==> src/rtl/alu_seq_pkg.sv <==
// Shared opcode codes, FSM states and flag positions for the sequential ALU.
// Opcode values 0..A match the original combinational core; B..E add mul/div.
package alu_seq_pkg;

  localparam logic [3:0] ALU_OP_ADD   = 4'h0;
  localparam logic [3:0] ALU_OP_SUB   = 4'h1;
  localparam logic [3:0] ALU_OP_AND   = 4'h2;
  localparam logic [3:0] ALU_OP_OR    = 4'h3;
  localparam logic [3:0] ALU_OP_XOR   = 4'h4;
  localparam logic [3:0] ALU_OP_NOT   = 4'h5;
  localparam logic [3:0] ALU_OP_SLL   = 4'h6;
  localparam logic [3:0] ALU_OP_SRL   = 4'h7;
  localparam logic [3:0] ALU_OP_SRA   = 4'h8;
  localparam logic [3:0] ALU_OP_SLT   = 4'h9;
  localparam logic [3:0] ALU_OP_SLTU  = 4'hA;
  localparam logic [3:0] ALU_OP_MUL   = 4'hB;
  localparam logic [3:0] ALU_OP_MULHU = 4'hC;
  localparam logic [3:0] ALU_OP_DIVU  = 4'hD;
  localparam logic [3:0] ALU_OP_REMU  = 4'hE;

  localparam int FLAG_N = 3;
  localparam int FLAG_Z = 2;
  localparam int FLAG_C = 1;
  localparam int FLAG_V = 0;

  typedef enum logic [1:0] {
    ST_IDLE = 2'd0,
    ST_BUSY = 2'd1,
    ST_DONE = 2'd2
  } state_t;

  function automatic logic is_iter_op(input logic [3:0] op);
    return (op == ALU_OP_MUL) || (op == ALU_OP_MULHU) ||
           (op == ALU_OP_DIVU) || (op == ALU_OP_REMU);
  endfunction

  function automatic logic is_div_op(input logic [3:0] op);
    return (op == ALU_OP_DIVU) || (op == ALU_OP_REMU);
  endfunction

  // MULHU and REMU take the upper half of the iterator's {hi, lo} pair.
  function automatic logic is_hi_op(input logic [3:0] op);
    return (op == ALU_OP_MULHU) || (op == ALU_OP_REMU);
  endfunction

endpackage

==> src/rtl/alu_seq_if.sv <==
// Operand/result bundle. Handshake rule: a transfer happens on a rising edge
// where valid and ready are both 1; a source holds its payload until then.
interface alu_seq_if #(
  parameter int WIDTH = 32
);
  logic             in_valid;
  logic             in_ready;
  logic [WIDTH-1:0] A;
  logic [WIDTH-1:0] B;
  logic [3:0]       alu_op;
  logic             out_valid;
  logic             out_ready;
  logic [WIDTH-1:0] Y;
  logic [3:0]       FLAGS;
  logic             div_by_zero;

  modport master (
    output in_valid, A, B, alu_op, out_ready,
    input  in_ready, out_valid, Y, FLAGS, div_by_zero
  );

  modport slave (
    input  in_valid, A, B, alu_op, out_ready,
    output in_ready, out_valid, Y, FLAGS, div_by_zero
  );
endinterface

==> src/rtl/alu_muldiv_iter.sv <==
// One-bit-per-cycle unsigned shift-add multiplier / restoring divider.
// lo/hi present the result of the current step; they are final when done=1.
module alu_muldiv_iter #(
  parameter int WIDTH = 32
) (
  input  logic             clk,
  input  logic             rst,
  input  logic             start,
  input  logic             is_div,
  input  logic [WIDTH-1:0] A,
  input  logic [WIDTH-1:0] B,
  output logic             done,
  output logic [WIDTH-1:0] lo,
  output logic [WIDTH-1:0] hi
);
  localparam int SHW = $clog2(WIDTH);
  localparam logic [SHW-1:0] LAST = SHW'(WIDTH - 1);

  logic             busy_q, busy_d;
  logic             div_q, div_d;
  logic [SHW-1:0]   cnt_q, cnt_d;
  logic [WIDTH-1:0] lo_q, lo_d;
  logic [WIDTH-1:0] hi_q, hi_d;
  logic [WIDTH-1:0] b_q, b_d;

  logic [WIDTH:0]   mul_sum;
  logic [WIDTH:0]   div_shift;
  logic             div_ge;
  logic [WIDTH-1:0] step_lo, step_hi;

  always_comb begin
    mul_sum   = {1'b0, hi_q} + (lo_q[0] ? {1'b0, b_q} : '0);
    div_shift = {hi_q, lo_q[WIDTH-1]};
    div_ge    = div_shift >= {1'b0, b_q};
    if (div_q) begin
      // Difference always fits in WIDTH bits when the subtraction is taken.
      step_hi = div_ge ? (div_shift[WIDTH-1:0] - b_q) : div_shift[WIDTH-1:0];
      step_lo = {lo_q[WIDTH-2:0], div_ge};
    end else begin
      step_hi = mul_sum[WIDTH:1];
      step_lo = {mul_sum[0], lo_q[WIDTH-1:1]};
    end
    done = busy_q && (cnt_q == LAST);
    lo   = step_lo;
    hi   = step_hi;
  end

  always_comb begin
    busy_d = busy_q;
    div_d  = div_q;
    cnt_d  = cnt_q;
    lo_d   = lo_q;
    hi_d   = hi_q;
    b_d    = b_q;
    if (start) begin
      busy_d = 1'b1;
      div_d  = is_div;
      cnt_d  = '0;
      lo_d   = A;
      hi_d   = '0;
      b_d    = B;
    end else if (busy_q) begin
      lo_d  = step_lo;
      hi_d  = step_hi;
      cnt_d = cnt_q + 1'b1;
      if (done) busy_d = 1'b0;
    end
  end

  always_ff @(posedge clk) begin
    if (rst) begin
      busy_q <= 1'b0;
      div_q  <= 1'b0;
      cnt_q  <= '0;
      lo_q   <= '0;
      hi_q   <= '0;
      b_q    <= '0;
    end else begin
      busy_q <= busy_d;
      div_q  <= div_d;
      cnt_q  <= cnt_d;
      lo_q   <= lo_d;
      hi_q   <= hi_d;
      b_q    <= b_d;
    end
  end
endmodule

==> src/rtl/alu_seq.sv <==
// Handshaked ALU: single-cycle ops finish on accept, mul/div run WIDTH cycles
// in BUSY, and the registered result is held in DONE until consumed.
module alu_seq
  import alu_seq_pkg::*;
#(
  parameter int WIDTH = 32
) (
  input  logic           clk,
  input  logic           rst,
  alu_seq_if.slave       bus,
  output state_t         dbg_state
);
  localparam int SHW = $clog2(WIDTH);

  state_t           state_q, state_d;
  logic [3:0]       op_q, op_d;
  logic [WIDTH-1:0] y_q, y_d;
  logic [3:0]       flags_q, flags_d;
  logic             dbz_q, dbz_d;

  logic             start;
  logic             iter_done;
  logic [WIDTH-1:0] iter_lo, iter_hi, iter_res;

  logic             sub;
  logic [WIDTH-1:0] b_eff;
  logic [WIDTH:0]   add_sum;
  logic [SHW-1:0]   shamt;
  logic [WIDTH-1:0] alu_y;
  logic             alu_c, alu_v;

  alu_muldiv_iter #(.WIDTH(WIDTH)) u_iter (
    .clk    (clk),
    .rst    (rst),
    .start  (start),
    .is_div (is_div_op(bus.alu_op)),
    .A      (bus.A),
    .B      (bus.B),
    .done   (iter_done),
    .lo     (iter_lo),
    .hi     (iter_hi)
  );

  // Single-cycle datapath; unknown opcodes fall through to ADD.
  always_comb begin
    sub     = (bus.alu_op == ALU_OP_SUB);
    b_eff   = sub ? ~bus.B : bus.B;
    add_sum = {1'b0, bus.A} + {1'b0, b_eff} + {{WIDTH{1'b0}}, sub};
    shamt   = bus.B[SHW-1:0];
    alu_y   = add_sum[WIDTH-1:0];
    alu_c   = add_sum[WIDTH];
    alu_v   = (bus.A[WIDTH-1] == b_eff[WIDTH-1]) &&
              (add_sum[WIDTH-1] != bus.A[WIDTH-1]);
    if (!(sub || bus.alu_op == ALU_OP_ADD) && !(bus.alu_op > ALU_OP_SLTU)) begin
      alu_c = 1'b0;
      alu_v = 1'b0;
      case (bus.alu_op)
        ALU_OP_AND:  alu_y = bus.A & bus.B;
        ALU_OP_OR:   alu_y = bus.A | bus.B;
        ALU_OP_XOR:  alu_y = bus.A ^ bus.B;
        ALU_OP_NOT:  alu_y = ~(bus.A | bus.B);
        ALU_OP_SLL:  alu_y = bus.A << shamt;
        ALU_OP_SRL:  alu_y = bus.A >> shamt;
        ALU_OP_SRA:  alu_y = $unsigned($signed(bus.A) >>> shamt);
        ALU_OP_SLT:  alu_y = {{(WIDTH-1){1'b0}}, $signed(bus.A) < $signed(bus.B)};
        ALU_OP_SLTU: alu_y = {{(WIDTH-1){1'b0}}, bus.A < bus.B};
        default:     alu_y = add_sum[WIDTH-1:0];
      endcase
    end
  end

  always_comb begin
    state_d      = state_q;
    op_d         = op_q;
    y_d          = y_q;
    flags_d      = flags_q;
    dbz_d        = dbz_q;
    start        = 1'b0;
    bus.in_ready  = 1'b0;
    bus.out_valid = 1'b0;
    iter_res     = is_hi_op(op_q) ? iter_hi : iter_lo;
    case (state_q)
      ST_IDLE: begin
        bus.in_ready = 1'b1;
        if (bus.in_valid) begin
          op_d = bus.alu_op;
          if (is_iter_op(bus.alu_op)) begin
            start   = 1'b1;
            dbz_d   = is_div_op(bus.alu_op) && (bus.B == '0);
            state_d = ST_BUSY;
          end else begin
            y_d     = alu_y;
            flags_d = {alu_y[WIDTH-1], alu_y == '0, alu_c, alu_v};
            dbz_d   = 1'b0;
            state_d = ST_DONE;
          end
        end
      end
      ST_BUSY: begin
        if (iter_done) begin
          y_d     = iter_res;
          flags_d = {iter_res[WIDTH-1], iter_res == '0, 2'b00};
          state_d = ST_DONE;
        end
      end
      ST_DONE: begin
        bus.out_valid = 1'b1;
        if (bus.out_ready) state_d = ST_IDLE;
      end
      default: state_d = ST_IDLE;
    endcase
  end

  always_ff @(posedge clk) begin
    if (rst) begin
      state_q <= ST_IDLE;
      op_q    <= ALU_OP_ADD;
      y_q     <= '0;
      flags_q <= '0;
      dbz_q   <= 1'b0;
    end else begin
      state_q <= state_d;
      op_q    <= op_d;
      y_q     <= y_d;
      flags_q <= flags_d;
      dbz_q   <= dbz_d;
    end
  end

  assign bus.Y           = y_q;
  assign bus.FLAGS       = flags_q;
  assign bus.div_by_zero = dbz_q;
  assign dbg_state       = state_q;
endmodule

==> src/flat_wrapper.sv <==
// flat-port wrapper written by rule: the top's interface ports become plain ports
module alu_seq_flat import alu_seq_pkg::*;
#(
  parameter int WIDTH = 32
)
  (clk, rst, dbg_state, bus_in_valid, bus_A, bus_B, bus_alu_op, bus_out_ready, bus_in_ready, bus_out_valid, bus_Y, bus_FLAGS, bus_div_by_zero);
  alu_seq_if #(.WIDTH(WIDTH)) bus_i ();
  input  logic clk;
  input  logic rst;
  output state_t dbg_state;
  input wire logic [$bits(bus_i.in_valid)-1:0] bus_in_valid;
  input wire logic [$bits(bus_i.A)-1:0] bus_A;
  input wire logic [$bits(bus_i.B)-1:0] bus_B;
  input wire logic [$bits(bus_i.alu_op)-1:0] bus_alu_op;
  input wire logic [$bits(bus_i.out_ready)-1:0] bus_out_ready;
  output wire logic [$bits(bus_i.in_ready)-1:0] bus_in_ready;
  output wire logic [$bits(bus_i.out_valid)-1:0] bus_out_valid;
  output wire logic [$bits(bus_i.Y)-1:0] bus_Y;
  output wire logic [$bits(bus_i.FLAGS)-1:0] bus_FLAGS;
  output wire logic [$bits(bus_i.div_by_zero)-1:0] bus_div_by_zero;
  assign bus_i.in_valid = bus_in_valid;
  assign bus_i.A = bus_A;
  assign bus_i.B = bus_B;
  assign bus_i.alu_op = bus_alu_op;
  assign bus_i.out_ready = bus_out_ready;
  assign bus_in_ready = bus_i.in_ready;
  assign bus_out_valid = bus_i.out_valid;
  assign bus_Y = bus_i.Y;
  assign bus_FLAGS = bus_i.FLAGS;
  assign bus_div_by_zero = bus_i.div_by_zero;
  alu_seq #(.WIDTH(WIDTH)) u_core (.clk(clk), .rst(rst), .bus(bus_i), .dbg_state(dbg_state));
endmodule
==> config.mk <==
export PLATFORM = sky130hd
export DESIGN_NAME = alu_seq_flat
export DESIGN_NICKNAME = d
export VERILOG_FILES = /design/src/rtl/alu_seq_pkg.sv /design/src/rtl/alu_seq_if.sv /design/src/rtl/alu_muldiv_iter.sv /design/src/rtl/alu_seq.sv /design/src/flat_wrapper.sv
export SDC_FILE = /design/constraint.sdc
export NUM_CORES = 1
export LEC_CHECK = 0
export BUFFER_PORTS_ARGS = -buffer_cell sky130_fd_sc_hd__buf_2
export CORE_MARGIN = 4
export CORE_UTILIZATION = 40
export DETAILED_ROUTE_END_ITERATION = 10
export SYNTH_ARGS = -nofsm -noshare
export SYNTH_HDL_FRONTEND = slang
export SYNTH_SLANG_ARGS = --single-unit
==> constraint.sdc <==
create_clock -name clk -period 4.9 [get_ports clk]
set_input_delay 0.245 -clock clk [delete_from_list [all_inputs] [get_ports clk]]
set_output_delay 0.245 -clock clk [all_outputs]
set_load 0.005 [all_outputs]
==> impl_results.md, run 1 <==
* Status: complete, no violations
* Clk root buf: clkbuf_16
* Number of synthesized flops with an enable pin at 0
* Total Wirelength at 107 mm
* Hold_buf cts at 0
* Slowest-stage cell, CP: or4b_2
* Crit Path Max Fanout at 3
* CTS buffer count at 17
* Area after DPL at 24200 um2
* CP bufs+invs at 2
* Most frequent cells in the layout: nand2_1 (367), buf_4 (297), a21oi_1 (281)
* Critical path's top delay family: simple AND/OR/NAND/NOR gates
* Synth warn at 0
* Fraction of layout cells with a size suffix above 1 at between 10% and 20%
* Mapped Avg Cell Area at 7.28 um2
* Sequential-to-total area share from yosys stat at 13.4%
* Placed insts at 3809
* Final Max Tran Viols at 0
* Achievable frequency at 214 MHz
* # port buffers at 112
* Crit path DAT at 5.06 ns
* Mapped Cells at 2947
* Vias at 24.8k
* CTS tree: done
* DIE AREA at 57400 um2
* Critical path cell sequence: inv_1, ha_1, fa_1, nand2b_1, a21oi_1, o2111ai_1, a21oi_1, xnor2_1, or4b_2, a31oi_1, o22ai_1, nor4_1, nand4b_1, nor4_1, buf_4, o21a_1
* Placeable Area at 52900 um2
* Async S/R FF share, synth at 0%
* Main synth FF type: dfxtp_1
* # DRC at 0
* Clock latency on the worst-skew pair at 0.45 ns
* First-pass GRT wire length at between 150 and 200 mm
* Synth top area cells: dfxtp_1 (13%), ha_1 (11%), mux4_2 (6.7%)
* Mapped Nets at 3216
* Max stage delay on crit path at 0.63 ns
* Io pins at 113
* Placer Congestion at 1.06
* Setup CP Type: flip-flop to flip-flop
* Distinct cells, synth at 90
* Layout Nets at 3409
* VDD IR-drop max at 220 uV
* 1st-pass router iterations at 6
* Mapped Area at approximately 21000 um2
* Leakage power total at 10.6 nW
* Grt ovf at 0
* Commonest non-fill, non-tap cell in the layout: nand2_1
* Clock transition at path regs at 0.07 ns
* Yosys top cell area share at a little over an eighth
* Finished layout cell area at 24800 um2
* GRT Util Overall at a little over a third
* Clock skew at around 0.020 ns
* Number of global-route vias before repair at 23.9k
* PD cells at roughly 240 nW/um2
* Post-synth top area cell: dfxtp_1
* Final non-filler cell total at 3841
* Die Y at 240 um
* Final setup violating endpoints at 0
* Die W at 240 um
* Synth Register Bits at 144
* Effective utilization at floorplan at 40.6%
* Synthesis-to-layout area growth at 15.6%
* Post-route ant nets at 0
* MaxCap Viol Count at 0
* Final worst path period share at 95.3%
* Pin count of the biggest net entering global routing at 78
* Iter 0 DRT Violations at approximately 2.8k
* Rel. slew slack at roughly 18%
* Htree depth at 4
* Via density at 6.45
* Initial antenna violation count at 0
* CP endpoint kind: flip-flop
* Final hold vios at 0
* Hold WC Path Type: input port to flip-flop
* Tmin final at 4.67 ns
* Hold slack at 0.0734 ns
* RSZ-0062 raised after global routing: no
* Placement Rows at 84
* Clk buf depth at 2
* CTS sink count at 144
* Crit path required time at 5.29 ns
* Post-DP HPWL at ~85 mm
* Startpoint Class: flip-flop
* WL/cell at 27.7 um
* Worst Max-Slew Pin Slew at around 1.2 ns
==> final timing paths <==
| path | from | slack [ns] | end | cells past startpoint |
|---|---|---|---|---|
| worst max-delay path | u_core.u_iter.lo_q[31]$_SDFFE_PP0P_ | 0.23 | u_core.bus.FLAGS[2]$_SDFFE_PP0P_ | 16 |
| worst min-delay path | bus_out_ready | 0.07 | u_core.dbg_state[1]$_SDFFE_PP0P_ | 3 |
| worst max register to register | u_core.u_iter.lo_q[31]$_SDFFE_PP0P_ | 0.23 | u_core.bus.FLAGS[2]$_SDFFE_PP0P_ | 16 |
| worst min register to register | u_core.bus.Y[10]$_SDFFE_PP0P_ | 0.46 | u_core.bus.Y[10]$_SDFFE_PP0P_ | 2 |
==> cells by family (layout without fill, tap and decap cells) <==
family	Yosys count	in the layout	synth area share (%)
and+or+nand+nor	988	988	21.2
other	0	1	0
xor gates and xnor gates	99	99	4.04
muxes	228	228	14.6
buffers and inverters	393	598	7.50
DFF	144	144	13.4
AOI/OAI and AO/OA	898	898	27.6
adders and majority gates	197	197	11.6
==> worst register-to-register path, stage by stage, from the launching register on <==
cell and delay (ns):
dfxtp_1 0.34, inv_1 0.11, ha_1 0.26, fa_1 0.40, nand2b_1 0.23, a21oi_1 0.30, o2111ai_1 0.23, a21oi_1 0.37
xnor2_1 0.27, or4b_2 0.63, a31oi_1 0.31, o22ai_1 0.11, nor4_1 0.17, nand4b_1 0.25, nor4_1 0.34, buf_4 0.19
o21a_1 0.10
==> layout make-up <==
cell class	count	area, um2
fill	5443	28100
multi-input combinational	2410	17000
timing repair buffer	412	2900
sequential	144	2890
tap	688	861
inverter	155	582
clock buffer	20	468
clock inverter	11	97.6
antenna	1	2.50
==> layer usage <==
metal / GRT usage, % / wire length (um) / vias up / part of all wire (%)
li1: - / - / 11200 / -
met1: 44.0 / 41500 / 11900 / 39
met2: 59.7 / 49400 / 1304 / 46
met3: 4.39 / 7850 / 334 / 7.4
met4: 21.4 / 7720 / 0 / 7.2
met5: 0 / 0 / - / 0
==> synth_stat cells, drive strengths merged (12+ instances only) <==
| cell type | count |
|---|---|
| inv | 152 |
| o221ai | 17 |
| nor2 | 276 |
| a21o | 38 |
| o22ai | 26 |
| nor3 | 67 |
| o211ai | 72 |
| a311oi | 12 |
| or3 | 19 |
| a22oi | 17 |
| mux2 | 44 |
| clkbuf | 157 |
| a211oi | 69 |
| nor2b | 13 |
| o21ai | 145 |
| ha | 194 |
| xor2 | 26 |
| buf | 81 |
| o21bai | 15 |
| mux4 | 64 |
| and3 | 18 |
| a2111oi | 20 |
| nand2 | 367 |
| nand2b | 30 |
| nor4 | 19 |
| nand4 | 38 |
| o21a | 18 |
| a21oi | 281 |
| a31oi | 29 |
| nand3 | 40 |
| and2 | 53 |
| xnor2 | 73 |
| a221oi | 23 |
| dfxtp | 144 |
| mux2i | 120 |
| a221o | 17 |
| a211o | 17 |
==> through the flow <==
stage               power, mW  worst slack [ns]  TNS [ns]  utilization, %
floorplan                3.22            0.0241         0               -
global placement         4.53            -0.569     -1.00            45.8
detailed placement       4.55            -0.489    -0.936            45.8
CTS                      5.84            0.0532         0            46.9
global route             6.17            0.0300         0            46.9
finish                   5.90             0.231         0            46.9
==> what timing repair did <==
item,CTS,global route
setup endpoints to repair,1,2
buffers inserted,0,0
gates resized for setup,1,2
==> flip-flops by register name, summed over array words and instances (netlist names) <==
name / cells
u_core.u_iter.b_q: 32
u_core.u_iter.lo_q: 32
u_core.bus.FLAGS: 4
u_core.u_iter.hi_q: 32
u_core.u_iter.div_q: 1
u_core.u_iter.busy_q: 1
u_core.dbg_state: 2
u_core.op_q: 3
u_core.u_iter.cnt_q: 5
u_core.bus.Y: 31
u_core.bus.div_by_zero: 1
==> where the power goes <==
part | switching (mW) | internal (mW)
registers | 0.0913 | 1.26
clock network | 0.580 | 0.701
logic | 1.99 | 1.28
No activity file was read; power rests on OpenSTA's default activity.
==> run 2: changes to the inputs <==
--- a/config.mk
+++ b/config.mk
@@ -9,6 +9,7 @@
 export CORE_MARGIN = 4
 export CORE_UTILIZATION = 40
 export DETAILED_ROUTE_END_ITERATION = 10
+export REMOVE_ABC_BUFFERS = 1
 export SYNTH_ARGS = -nofsm -noshare
 export SYNTH_HDL_FRONTEND = slang
 export SYNTH_SLANG_ARGS = --single-unit
==> run 2 against run 1 <==
Against the previous run:
- final cell count shrank 0.99%
- critical path type is now input port to flip-flop
- sequential share of layout area grew 0.10 points
- die area is the same
- wire length shrank 5.5%
- clock-buffer cell count shrank 1
- register-to-register slack is essentially flat
==> impl_results.md, run 2 (synthesis gave the netlist of run 1 again) <==
* Status: complete, no violations
* Initial antenna violation count at 0 (unchanged)
* # port buffers at 112 (unchanged)
* Layout Nets at 3372 (-1.1%)
* Final Max Tran Viols at 0 (unchanged)
* Crit path required time at 5.28 ns (about the same)
* Diodes inserted at 0 (-1)
* Hold WC Path Type: input port to flip-flop
* CP startpoint: bus_alu_op[1]
* Synthesis-to-layout area growth at 14.6%
* CTS buffer count at 17 (unchanged)
* Final non-filler cell total at 3803 (-0.99%)
* Clock latency on the worst-skew pair at 0.44 ns (about the same)
* Util after Layout at 46.5% (-0.40 points)
* M1 WL at 41.1 mm (-1.2%)
* # DRC at 0 (unchanged)
* Rel. slew slack at 25.0% (+7.2 points)
* Final hold vios at 0 (unchanged)
* Pin count of the biggest net entering global routing at 88 (+13%)
* Clk root buf: clkbuf_16
* Achievable frequency at 214 MHz (-0.26%)
* Io pins at 113 (unchanged)
* Commonest non-fill, non-tap cell in the layout: nand2_1
* First-pass GRT wire length at 149 mm (-3.9%)
* Hold Path Origin: bus_out_ready
* Crit Path Max Fanout at 22 (+19)
* Vias at 24.4k (-1.6%)
* Met2 WL at 46.6 mm (-5.7%)
* Placement Rows at 84 (unchanged)
* Clock transition at path regs at 0.06 ns (about the same)
* Placeable Area at 52900 um2 (unchanged)
* WL/cell at 26.5 um (-4.6%)
* Crit path DAT at 5.07 ns (about the same)
* Clk buf depth at 2 (unchanged)
* Startpoint Class: input port
* Placed insts at 3772 (-0.97%)
* Post-CTS setup buffer count at 0 (unchanged)
* Clock skew at 0.0107 ns (-0.00901 ns)
* Reg-to-reg startpoint: u_core.u_iter.lo_q[0]$_SDFFE_PP0P_
* Placer Congestion at 1.05 (-0.85%)
* Total negative setup slack at 0 ns (unchanged)
* Most frequent cells in the layout: nand2_1 (367), a21oi_1 (280), nor2_1 (272)
* Worst Max-Slew Pin Slew at 1.12 ns (-0.102 ns)
* Die W at 240 um (unchanged)
* CTS sink count at 144 (unchanged)
* Total Wirelength at 101 mm (-5.5%)
* Via density at 6.41 (-0.60%)
* Setup CP Type: input port to flip-flop
* CP endpoint kind: flip-flop
* Post-route ant nets at 0 (unchanged)
* Die Y at 240 um (unchanged)
* Highest routed layer: met4
* Top flop regs: u_core.u_iter.b_q x32, u_core.u_iter.hi_q x32, u_core.u_iter.lo_q x32
* Iter 0 DRT Violations at 2585 (-6.6%)
* CTS tree: done
* Tmin final at 4.68 ns (+0.0122 ns)
* Met3 WL post-DR at 6.46 mm (-18%)
* Post-DP HPWL at 79.8 mm (-5.9%)
* VDD IR-drop max at 266 uV (+21%)
* Final setup violating endpoints at 0 (unchanged)
* Final worst path period share at 95.5% (+0.25 points)
* PD cells at 239 nW/um2 (+0.47%)
* Total Power Consumption at 5.88 mW (-0.38%)
* Effective utilization at floorplan at 40.6% (unchanged)
* Number of global-route vias before repair at 23.5k (-1.5%)
* DIE AREA at 57400 um2 (unchanged)
* Fraction of layout cells with a size suffix above 1 at 18.0% (-0.77 points)
* Htree depth at 4 (unchanged)
* 1st-pass router iterations at 6 (unchanged)
* Grt ovf at 0 (unchanged)
* GRT Util Overall at 33.8% (-1.8 points)
* MaxCap Viol Count at 0 (unchanged)
* Leakage power total at 10.5 nW (-1.4%)
run 2: layout make-up:
type	count	area, um2
Sequential cell	144	2890
Tap cell	688	861
Fill cell	5445	28300
Timing Repair Buffer	375	2650
Clock buffer	19	433
Inverter	155	582
Clock inverter	12	135
Multi-Input combinational cell	2410	17000
run 2: worst paths after layout:
path	slack [ns]	cells past startpoint	endpoint
setup / recovery	0.22	20	u_core.bus.FLAGS[2]$_SDFFE_PP0P_
hold / removal	0.06	3	u_core.dbg_state[1]$_SDFFE_PP0P_
setup reg to reg	0.24	16	u_core.bus.FLAGS[2]$_SDFFE_PP0P_
hold reg to reg	0.45	2	u_core.bus.Y[4]$_SDFFE_PP0P_
run 2: stage by stage:
step	setup WS [ns]	hold slack [ns]	instance area, um2
final	0.219	0.0599	24600
after detailed placement	-0.323	0.447	24000
after global placement	-0.287	0.440	24000
after CTS	0.132	0.0431	24500
after global routing	-0.0172	0.0757	24600
after floorplan	-0.119	0.314	20400
run 2: report_power, final:
group	internal (mW)	total, mW	switching (mW)	leakage (nW)
combinational	1.29	3.22	1.93	9.04
sequential	1.26	1.36	0.0951	1.18
clock	0.750	1.30	0.554	0.278
run 2: repair_timing:
item,CTS,global route
hold buffers,0,0
resized for setup,0,13
hold endpoints to repair,0,0
setup endpoints to repair,0,1
run 2: layer usage:
metal,track usage [%],vias up
met3,3.77,277
met5,0,-
met1,42.7,11800
met4,18.3,0
met2,56.7,1165
li1,-,11100
run 2: worst max-delay path: stages:
cell	delay, ns
buf_2	0.16
or4b_2	0.68
buf_4	0.22
buf_8	0.19
mux2_2	0.29
fa_1	0.39
nor2b_1	0.16
o21ai_1	0.10
buf_4	0.15
a21boi_0	0.19
or4b_2	0.15
nand4_1	0.15
a211oi_2	0.24
nand4_1	0.16
nor4_2	0.28
buf_4	0.17
nand4_1	0.08
or4_1	0.55
o41ai_2	0.33
o21a_1	0.17
